**src/rtl/bcd_serial_sequencer_pkg.sv**
```systemverilog
// Shared types and constants for the serial BCD adder/subtractor.
// The state encoding is fixed so it can be probed from the display path.
package bcd_serial_sequencer_pkg;

   typedef enum logic [1:0] {
      StIdle = 2'd0,
      StLoad = 2'd1,
      StAdd  = 2'd2,
      StDone = 2'd3
   } state_e;

   localparam logic [3:0] BCD_MAX = 4'd9;

   function automatic logic [3:0] nines_comp(input logic [3:0] d);
      return BCD_MAX - d;
   endfunction

endpackage

```
**src/rtl/bcd_serial_sequencer_digit_slice.sv**
```systemverilog
// Combinational single-digit BCD adder with +6 decimal correction.
module bcd_digit_slice (
   input  logic [3:0] a_i,
   input  logic [3:0] b_i,
   input  logic       cin_i,
   output logic [3:0] sum_o,
   output logic       cout_o
);

   logic [4:0] raw;

   always_comb begin
      raw    = {1'b0, a_i} + {1'b0, b_i} + {4'b0, cin_i};
      cout_o = (raw > 5'd9);
      sum_o  = cout_o ? 4'(raw + 5'd6) : raw[3:0];
   end

endmodule

```
**src/rtl/bcd_serial_sequencer.sv**
```systemverilog
// Serial multi-digit BCD adder/subtractor: one digit slice reused LSD first,
// with a one-cycle done pulse and a held result.
module bcd_serial_sequencer
   import bcd_serial_sequencer_pkg::*;
#(
   parameter int unsigned DIGITS = 4
) (
   input  logic                  clk,
   input  logic                  rst,
   input  logic                  start,
   input  logic                  sub,
   input  logic [4*DIGITS-1:0]   a,
   input  logic [4*DIGITS-1:0]   b,
   output logic                  ready,
   output logic                  done,
   output logic [4*DIGITS-1:0]   sum,
   output logic                  cout,
   output logic                  invalid
);

   localparam int unsigned W = 4 * DIGITS;

   state_e       state_q, state_d;
   logic [W-1:0] a_q, a_d, b_q, b_d, sum_q, sum_d;
   logic [2:0]   idx_q, idx_d;
   logic         sub_q, sub_d, carry_q, carry_d;
   logic         cout_q, cout_d, invalid_q, invalid_d;
   logic         done_q, done_d, ready_q, ready_d;

   logic [3:0]   dig_a, dig_b_raw, dig_b, slice_sum;
   logic         slice_cout, any_bad;

   always_comb begin
      dig_a     = '0;
      dig_b_raw = '0;
      any_bad   = 1'b0;
      for (int i = 0; i < DIGITS; i++) begin
         if (idx_q == 3'(i)) begin
            dig_a     = a_q[4*i +: 4];
            dig_b_raw = b_q[4*i +: 4];
         end
         if (a_q[4*i +: 4] > BCD_MAX || b_q[4*i +: 4] > BCD_MAX) begin
            any_bad = 1'b1;
         end
      end
      dig_b = sub_q ? nines_comp(dig_b_raw) : dig_b_raw;
   end

   bcd_digit_slice u_slice (
      .a_i    (dig_a),
      .b_i    (dig_b),
      .cin_i  (carry_q),
      .sum_o  (slice_sum),
      .cout_o (slice_cout)
   );

   always_comb begin
      state_d   = state_q;
      a_d       = a_q;
      b_d       = b_q;
      sub_d     = sub_q;
      sum_d     = sum_q;
      idx_d     = idx_q;
      carry_d   = carry_q;
      cout_d    = cout_q;
      invalid_d = invalid_q;
      unique case (state_q)
         StIdle: begin
            if (start) begin
               a_d     = a;
               b_d     = b;
               sub_d   = sub;
               state_d = StLoad;
            end
         end
         StLoad: begin
            sum_d     = '0;
            cout_d    = 1'b0;
            invalid_d = 1'b0;
            if (any_bad) begin
               invalid_d = 1'b1;
               state_d   = StDone;
            end else begin
               idx_d   = '0;
               carry_d = sub_q;  // subtraction = A + nines(B) + 1
               state_d = StAdd;
            end
         end
         StAdd: begin
            for (int i = 0; i < DIGITS; i++) begin
               if (idx_q == 3'(i)) sum_d[4*i +: 4] = slice_sum;
            end
            carry_d = slice_cout;
            if (idx_q == 3'(DIGITS - 1)) begin
               cout_d  = slice_cout;
               state_d = StDone;
            end else begin
               idx_d = idx_q + 3'd1;
            end
         end
         StDone: state_d = StIdle;
      endcase
      // Outputs are registered against the state being entered
      done_d  = (state_d == StDone);
      ready_d = (state_d == StIdle);
   end

   always_ff @(posedge clk) begin
      if (rst) begin
         state_q   <= StIdle;
         a_q       <= '0;
         b_q       <= '0;
         sub_q     <= 1'b0;
         sum_q     <= '0;
         idx_q     <= '0;
         carry_q   <= 1'b0;
         cout_q    <= 1'b0;
         invalid_q <= 1'b0;
         done_q    <= 1'b0;
         ready_q   <= 1'b1;
      end else begin
         state_q   <= state_d;
         a_q       <= a_d;
         b_q       <= b_d;
         sub_q     <= sub_d;
         sum_q     <= sum_d;
         idx_q     <= idx_d;
         carry_q   <= carry_d;
         cout_q    <= cout_d;
         invalid_q <= invalid_d;
         done_q    <= done_d;
         ready_q   <= ready_d;
      end
   end

   assign ready   = ready_q;
   assign done    = done_q;
   assign sum     = sum_q;
   assign cout    = cout_q;
   assign invalid = invalid_q;

endmodule

```
**config.mk**
```make
export PLATFORM = sky130hd
export DESIGN_NAME = bcd_serial_sequencer
export DESIGN_NICKNAME = d
export VERILOG_FILES = /design/src/rtl/bcd_serial_sequencer_pkg.sv /design/src/rtl/bcd_serial_sequencer_digit_slice.sv /design/src/rtl/bcd_serial_sequencer.sv
export SDC_FILE = /design/constraint.sdc
export NUM_CORES = 1
export LEC_CHECK = 0
export CAP_MARGIN = 20
export CORE_MARGIN = 5
export CORE_UTILIZATION = 52
export DETAILED_ROUTE_END_ITERATION = 16
export GPL_TIMING_DRIVEN = 0
export PLACE_DENSITY = 0.84
export SYNTH_ARGS = -nofsm -noshare
export SYNTH_HDL_FRONTEND = slang
export SYNTH_SLANG_ARGS = --single-unit
```
**constraint.sdc**
```tcl
create_clock -name clk -period 5.4 [get_ports clk]
set_input_delay 1.08 -clock clk [delete_from_list [all_inputs] [get_ports clk]]
set_output_delay 1.08 -clock clk [all_outputs]
set_load 0.005 [all_outputs]
```
## Word-level counts from Yosys, hierarchy flattened

Index checks and enable logic that the tools add are counted.

| word-level totals | value |
|---|---|
| output and inout bits | 20 |
| logic and storage cells | 87 |
| input bits | 36 |
| register bits | 59 |

| operators by class | value |
|---|---|
| eq/ne operators | 13 |
| reduce and logical (&&, ||, !) cells | 15 |
| mux-type cells | 31 |
| add/subtract/negate cells | 5 |
| magnitude comparators | 9 |

Operators with widths:

| kind | count |
|---|---|
| 4-bit 2-to-1 mux | 14 |
| 4-bit > comparator (second input constant) | 8 |
| 16-bit case mux with 2 select lines | 1 |
| 2-bit != test (second input constant) | 6 |
| 2-bit AND reduction | 6 |
| 1-bit 2-to-1 mux | 8 |
| 2-bit case mux with 4 select lines | 1 |
| 2-bit equality test (second input constant) | 3 |
| 3-bit by 2-bit equality test with 1-bit output (second input constant) | 2 |
| 3-bit 2-to-1 mux | 2 |
| 3-bit case mux with 2 select lines | 1 |
| 4-bit by 4-bit adder with 5-bit output | 1 |
| 5-bit by 1-bit adder with 5-bit output | 1 |
| 5-bit by 4-bit > comparator with 1-bit output (second input constant) | 1 |
| 4-bit by 3-bit adder with 4-bit output (second input constant) | 1 |
| 2-bit logical NOT | 2 |
| 1-bit logical OR | 4 |
| 2-bit 2-to-1 mux | 2 |
| 1-bit case mux with 2 select lines | 2 |
| 4-bit subtractor (first input constant) | 1 |
| 3-bit by 1-bit adder with 3-bit output (second input constant) | 1 |
| 3-bit by 1-bit equality test with 1-bit output (second input constant) | 1 |
| 3-bit logical NOT | 1 |
| 3-bit AND reduction | 1 |
| 2 further kinds | 2 |

## Depth between registers and ports, before layout

| depth | value |
|---|---|
| depth after elaboration | 13 |
| gate-level depth with buffers | 18 |
| mapped depth without buffers | 17 |

## Cells and area by module

From an unflattened synthesis, not the netlist that was laid out.

| unflattened totals | value |
|---|---|
| cells, all modules | 364 |
| area total of the unflattened synthesis | 2852.7 µm² |

By module, submodules not included:

| module | sequential area each (µm²) | area an instance (µm²) | cells an instance | instances |
|---|---|---|---|---|
| bcd_serial_sequencer | 1181.1 | 2641.3 | 342 | 1 |
| bcd_digit_slice | 0.0 | 211.5 | 22 | 1 |

## Worst setup path before layout

No wires, ideal clock.

| path | value |
|---|---|
| kind | register to register |
| from | register idx_q[2] |
| to | register sum_q[10], in the netlist sum[10] |
| period minus slack after synthesis | 3.972 ns |
| setup slack | 1.428 ns |
| cell stages (with the launch flop) | 16 |
| path buffers | 2 |
| required time | 5.326 ns |
| library setup time | 0.074 ns |
| data arrival time | 3.898 ns |
| cells stage by stage | dfxtp_1 -> clkbuf_1 -> inv_1 -> ha_1 -> clkbuf_1 -> nor2_1 -> a22oi_1 -> xor2_1 -> fa_1 -> fa_1 -> xor2_1 -> ha_1 -> a22oi_1 -> a311oi_4 -> mux2_2 -> o21ai_0 |

| between the ends | value |
|---|---|
| word-level cells in the longest chain between the ends | 13 |
| elaborated cells on any way between the ends | 23 |
| classes of those cells | add/sub: 4; order compare: 1; eq/ne: 4; mux: 12; reduce/logical: 2 |

RTL lines:

| what | line | source |
|---|---|---|
| start: declaration | bcd_serial_sequencer.sv:25 | `logic [2:0] idx_q, idx_d;` |
| start signal: assignment | bcd_serial_sequencer.sv:127 | `idx_q <= idx_d;` |
| 3-bit logical NOT | bcd_serial_sequencer.sv:38 | `if (idx_q == 3'(i)) begin` |
| 4-bit 2-to-1 mux (4 in series) | bcd_serial_sequencer.sv:38 |  |
| 4-bit subtractor | bcd_serial_sequencer_pkg.sv:15 | `return BCD_MAX - d;` |
| 4-bit 2-to-1 mux | bcd_serial_sequencer.sv:46 | `dig_b = sub_q ? nines_comp(dig_b_raw) : dig_b_raw;` |
| 4-bit by 4-bit adder with 5-bit output | bcd_serial_sequencer_digit_slice.sv:13 | `raw = {1'b0, a_i} + {1'b0, b_i} + {4'b0, cin_i};` |
| 5-bit by 1-bit adder with 5-bit output | bcd_serial_sequencer_digit_slice.sv:13 |  |
| 4-bit by 3-bit adder with 4-bit output or 5-bit by 4-bit > comparator with 1-bit output (tied branches) | bcd_serial_sequencer_digit_slice.sv:15, bcd_serial_sequencer_digit_slice.sv:14 |  |
| 4-bit 2-to-1 mux | bcd_serial_sequencer_digit_slice.sv:15 | `sum_o = cout_o ? 4'(raw + 5'd6) : raw[3:0];` |
| 4-bit 2-to-1 mux | bcd_serial_sequencer.sv:91 | `if (idx_q == 3'(i)) sum_d[4*i +: 4] = slice_sum;` |
| 16-bit case mux with 2 select lines | bcd_serial_sequencer.sv:67 | `unique case (state_q)` |
| end signal: assignment | bcd_serial_sequencer.sv:126 | `sum_q <= sum_d;` |
| end: declaration | bcd_serial_sequencer.sv:24 | `logic [W-1:0] a_q, a_d, b_q, b_d, sum_q, sum_d;` |

Several ways; a longest one is shown, not always the timed one. The select of a mux whose other input is x is not followed.
A chain may end at the register's enable or synchronous reset.

## Worst setup path in the final report

| path | value |
|---|---|
| from | register idx_q[2] |
| to | register sum_q[6], in the netlist sum[6] |

The elaborated chain is that of the path after synthesis.

==> results_dict.tcl <==
set metrics [dict create \
    status "completed" \
    pwr-share-clk 0.237 \
    crit_arrival_ns 4.92 \
    syn-num-nets 411 \
    drt-pass1-iter-count 5 \
    clock_latency_ns 0.35 \
    synthMuxAreaShare 0.00732 \
    num_vias 2772 \
    io_buffers 55 \
    clock_sinks 59 \
    synth_top_family_by_area "compound AO/OA/AOI/OAI gates" \
    antenna_found_initial 0 \
    worst-path-max-fanout 10 \
    fin_nets 477 \
    synth.area.top_cells "dfxtp_1 41%, nand2_1 10%, a21oi_1 7.4%" \
    synthAdderAreaFrac 0.0740 \
    async_reset_ff_frac 0 \
    yosys.area_share.xor_xnor 0.0146 \
    clk_pin_slew_ns 0.07 \
    antenna_cells 0 \
    grt_pass1_wl_mm 12.0 \
    setup_viol_count_final 0 \
    synth.cells.most_frequent "81 x nand2_1, 59 x dfxtp_1, 43 x a21oi_1" \
    rrSetupSlack_ns 0.76 \
    wl_per_cell_um 14.4 \
    routed_wl_mm 7.24 \
    cts.path.max_buffers 2 \
    ir_worst_vdd_mv 0.209 \
    start_util 0.531 \
    pwr-share-seq 0.359 \
    ctsHoldBuffers 0 \
    syn_to_final_growth_pct 28.2 \
    fmax_ghz 0.215 \
    end_kind "flop" \
    yosysTopAreaCell "dfxtp_1" \
    grt_use_met2 0.367 \
    fin_skew_ns 0.00568 \
    regArea_um2 1180 \
    cp-startpoint "idx_q[2]" \
    pwr-share-comb 0.404 \
    use_met1 0.233 \
    synth_top_flop_cell "dfxtp_1" \
    drt_iter0_drc 128 \
    post-cts-setup-buffer-count 0 \
    yosysWarnings 0 \
    grt_pass1_vias 2720 \
    tritoncts "done" \
    relSlewSlack 0.605 \
    seq_area_frac_synth 0.406 \
    core_area_um2 5470 \
    die_h_um 84.8 \
    track_usage 0.211 \
    pin_count 56 \
    maxCapViolCount 0 \
    grt-busiest-layer "met2" \
    synth_most_common_cell "nand2_1" \
    drive_gt1_frac 0.0535 \
    cp-start-kind "flop" \
    p_leak_uw 0.00137 \
    crit_end "sum[6]" \
    syn_area_um2 2910 \
    multi_input_area_um2 1600 \
    power.density_nw_per_um2 416 \
    min_path_cells 2 \
    r2r-start "idx_q[2]" \
    cts_resized 0 \
    synthSimpleGateAreaFrac 0.220 \
    switching_share 0.386 \
    cts_root_buf "clkbuf_8" \
    p_switching_uw 597 \
    hold_viol_final 0 \
    vias_per_cell 5.52 \
    synth_cell_types 41 \
    rows 27 \
    rsz0062_at_grt "false" \
    crit_type "flop to flop" \
    antenna_left 0 \
    fin_setup_tns_ns 0 \
    synth_top_area_share 0.406 \
    cts_buffers 9 \
    dp_hpwl_mm 5.49 \
    gp_congestion 0.880 \
    gr-usage-met3 0.0638 \
    grt_max_degree 11 \
    synth-seq-cells 59 \
    cts-htree-levels 3 \
    synth_edf_count 0 \
    drc 0 \
    worst-r2r-cell-count 15 \
    grt-ovfl-total 0 \
    synthCells 359 \
    r2r-end "sum[6]" \
    slew_violations 0 \
    synth_area_per_cell_um2 8.10 \
    n_fill_cell 489 \
    fin_crit_sh 0.860 \
    internal_power_uw 952 \
    dieArea_um2 7180 \
    min_period_ns 4.64 \
    synth_compound_area_frac 0.234 \
    crit_required_ns 5.67 \
    post-route-util 0.681 \
    hold_path_class "flop to flop" \
    tightest_slew_ns 0.587 \
    chipWidth_um 84.8 \
]
-- through the flow --
step	std cells	hold slack, ns	setup WS (ns)	total power [µW]	cell area [µm²]
6_report	502	0.457	0.756	1550	3730
5_1_grt	502	0.483	0.425	1650	3730
4_1_cts	502	0.458	0.794	1550	3730
3_5_place_dp	486	0.449	0.843	1180	3550
3_3_place_gp	486	0.447	0.946	1160	3550
2_1_floorplan	359	0.432	1.43	991	2910
-- worst min-delay path by stage --
stage                          to    start  slack [ns]
after floorplan            b_q[4]   b_q[4]        0.43
after global placement     b_q[0]   b_q[0]        0.45
after detailed placement   b_q[0]   b_q[0]        0.45
after CTS                  b_q[0]   b_q[0]        0.46
after global routing      a_q[12]  a_q[12]        0.48
final                      a_q[0]   a_q[0]        0.46
-- sequential cells by signal (all words and copies together) (netlist names), 2 cells and up --
signal	cells
a_q	16
b_q	16
sum	16
idx_q	3
state_q	2
-- layout make-up --
class | instances | share of cell area
Clock inverter | 4 | 0.00671
Sequential cell | 59 | 0.317
Multi-Input combinational cell | 266 | 0.429
Timing Repair Buffer | 55 | 0.148
Clock buffer | 12 | 0.0416
Inverter | 14 | 0.0141
Buffer | 20 | 0.0201
Tap cell | 72 | 0.0242
-- critical path, stage by stage, from the launching register on --
cell and delay [ns]:
dfxtp_1 0.31, clkbuf_1 0.35, inv_1 0.12, ha_1 0.21, clkbuf_1 0.16, nor2_1 0.48
a22oi_1 0.17, xor2_1 0.19, fa_1 0.43, fa_1 0.42, xor2_1 0.28, ha_1 0.25
a22oi_1 0.15, a311oi_4 0.46, mux2_2 0.43, o21ai_0 0.16
-- power by group through the flow --
stage                     logic [µW]  clock network (µW)  registers, µW
after floorplan                  441                   0            550
after global placement           598                   0            560
after detailed placement         620                   0            564
after CTS                        623                 376            554
after global routing             697                 392            563
final                            627                 367            556
-- kinds of logic (layout without fill, tap and decap cells) --
family,after synthesis,in the layout
XOR/XNOR,4,4
multiplexers,2,2
flip-flops,59,59
AND/OR/NAND/NOR,137,137
AO/OA/AOI/OAI,107,107
buffers and inverters,34,105
adder cells (fa/ha/maj),16,16
-- cells in the final DEF, fill, tap and decap left out, types with 2 or more instances in the layout --
cell type / netlist / final
a21oi_1: 43 / 43
a22o_1: 4 / 4
a22oi_1: 11 / 11
a311o_1: 2 / 2
a31oi_1: 4 / 4
and2_1: 6 / 6
and3_1: 5 / 5
buf_1: 2 / 2
clkbuf_1: 18 / 19
clkbuf_8: 0 / 11
clkdlybuf4s50_1: 0 / 55
clkinv_2: 0 / 2
clkinvlp_4: 0 / 2
dfxtp_1: 59 / 59
fa_1: 2 / 2
ha_1: 14 / 14
inv_1: 13 / 13
nand2_1: 81 / 81
nand2b_1: 2 / 2
nand3b_1: 12 / 12
nand4_1: 3 / 3
nor2_1: 15 / 15
nor2b_1: 6 / 6
nor3_1: 2 / 2
o21ai_0: 30 / 30
o31ai_1: 2 / 2
o41ai_2: 3 / 3
xor2_1: 3 / 3
-- per-layer routing --
metal | vias up | wire (µm)
li1 | 1379 | -
met1 | 1277 | 2930
met2 | 94 | 3600
met3 | 22 | 512
met4 | 0 | 202
met5 | - | 0
Note: power is estimated with default switching activity, not from simulation.
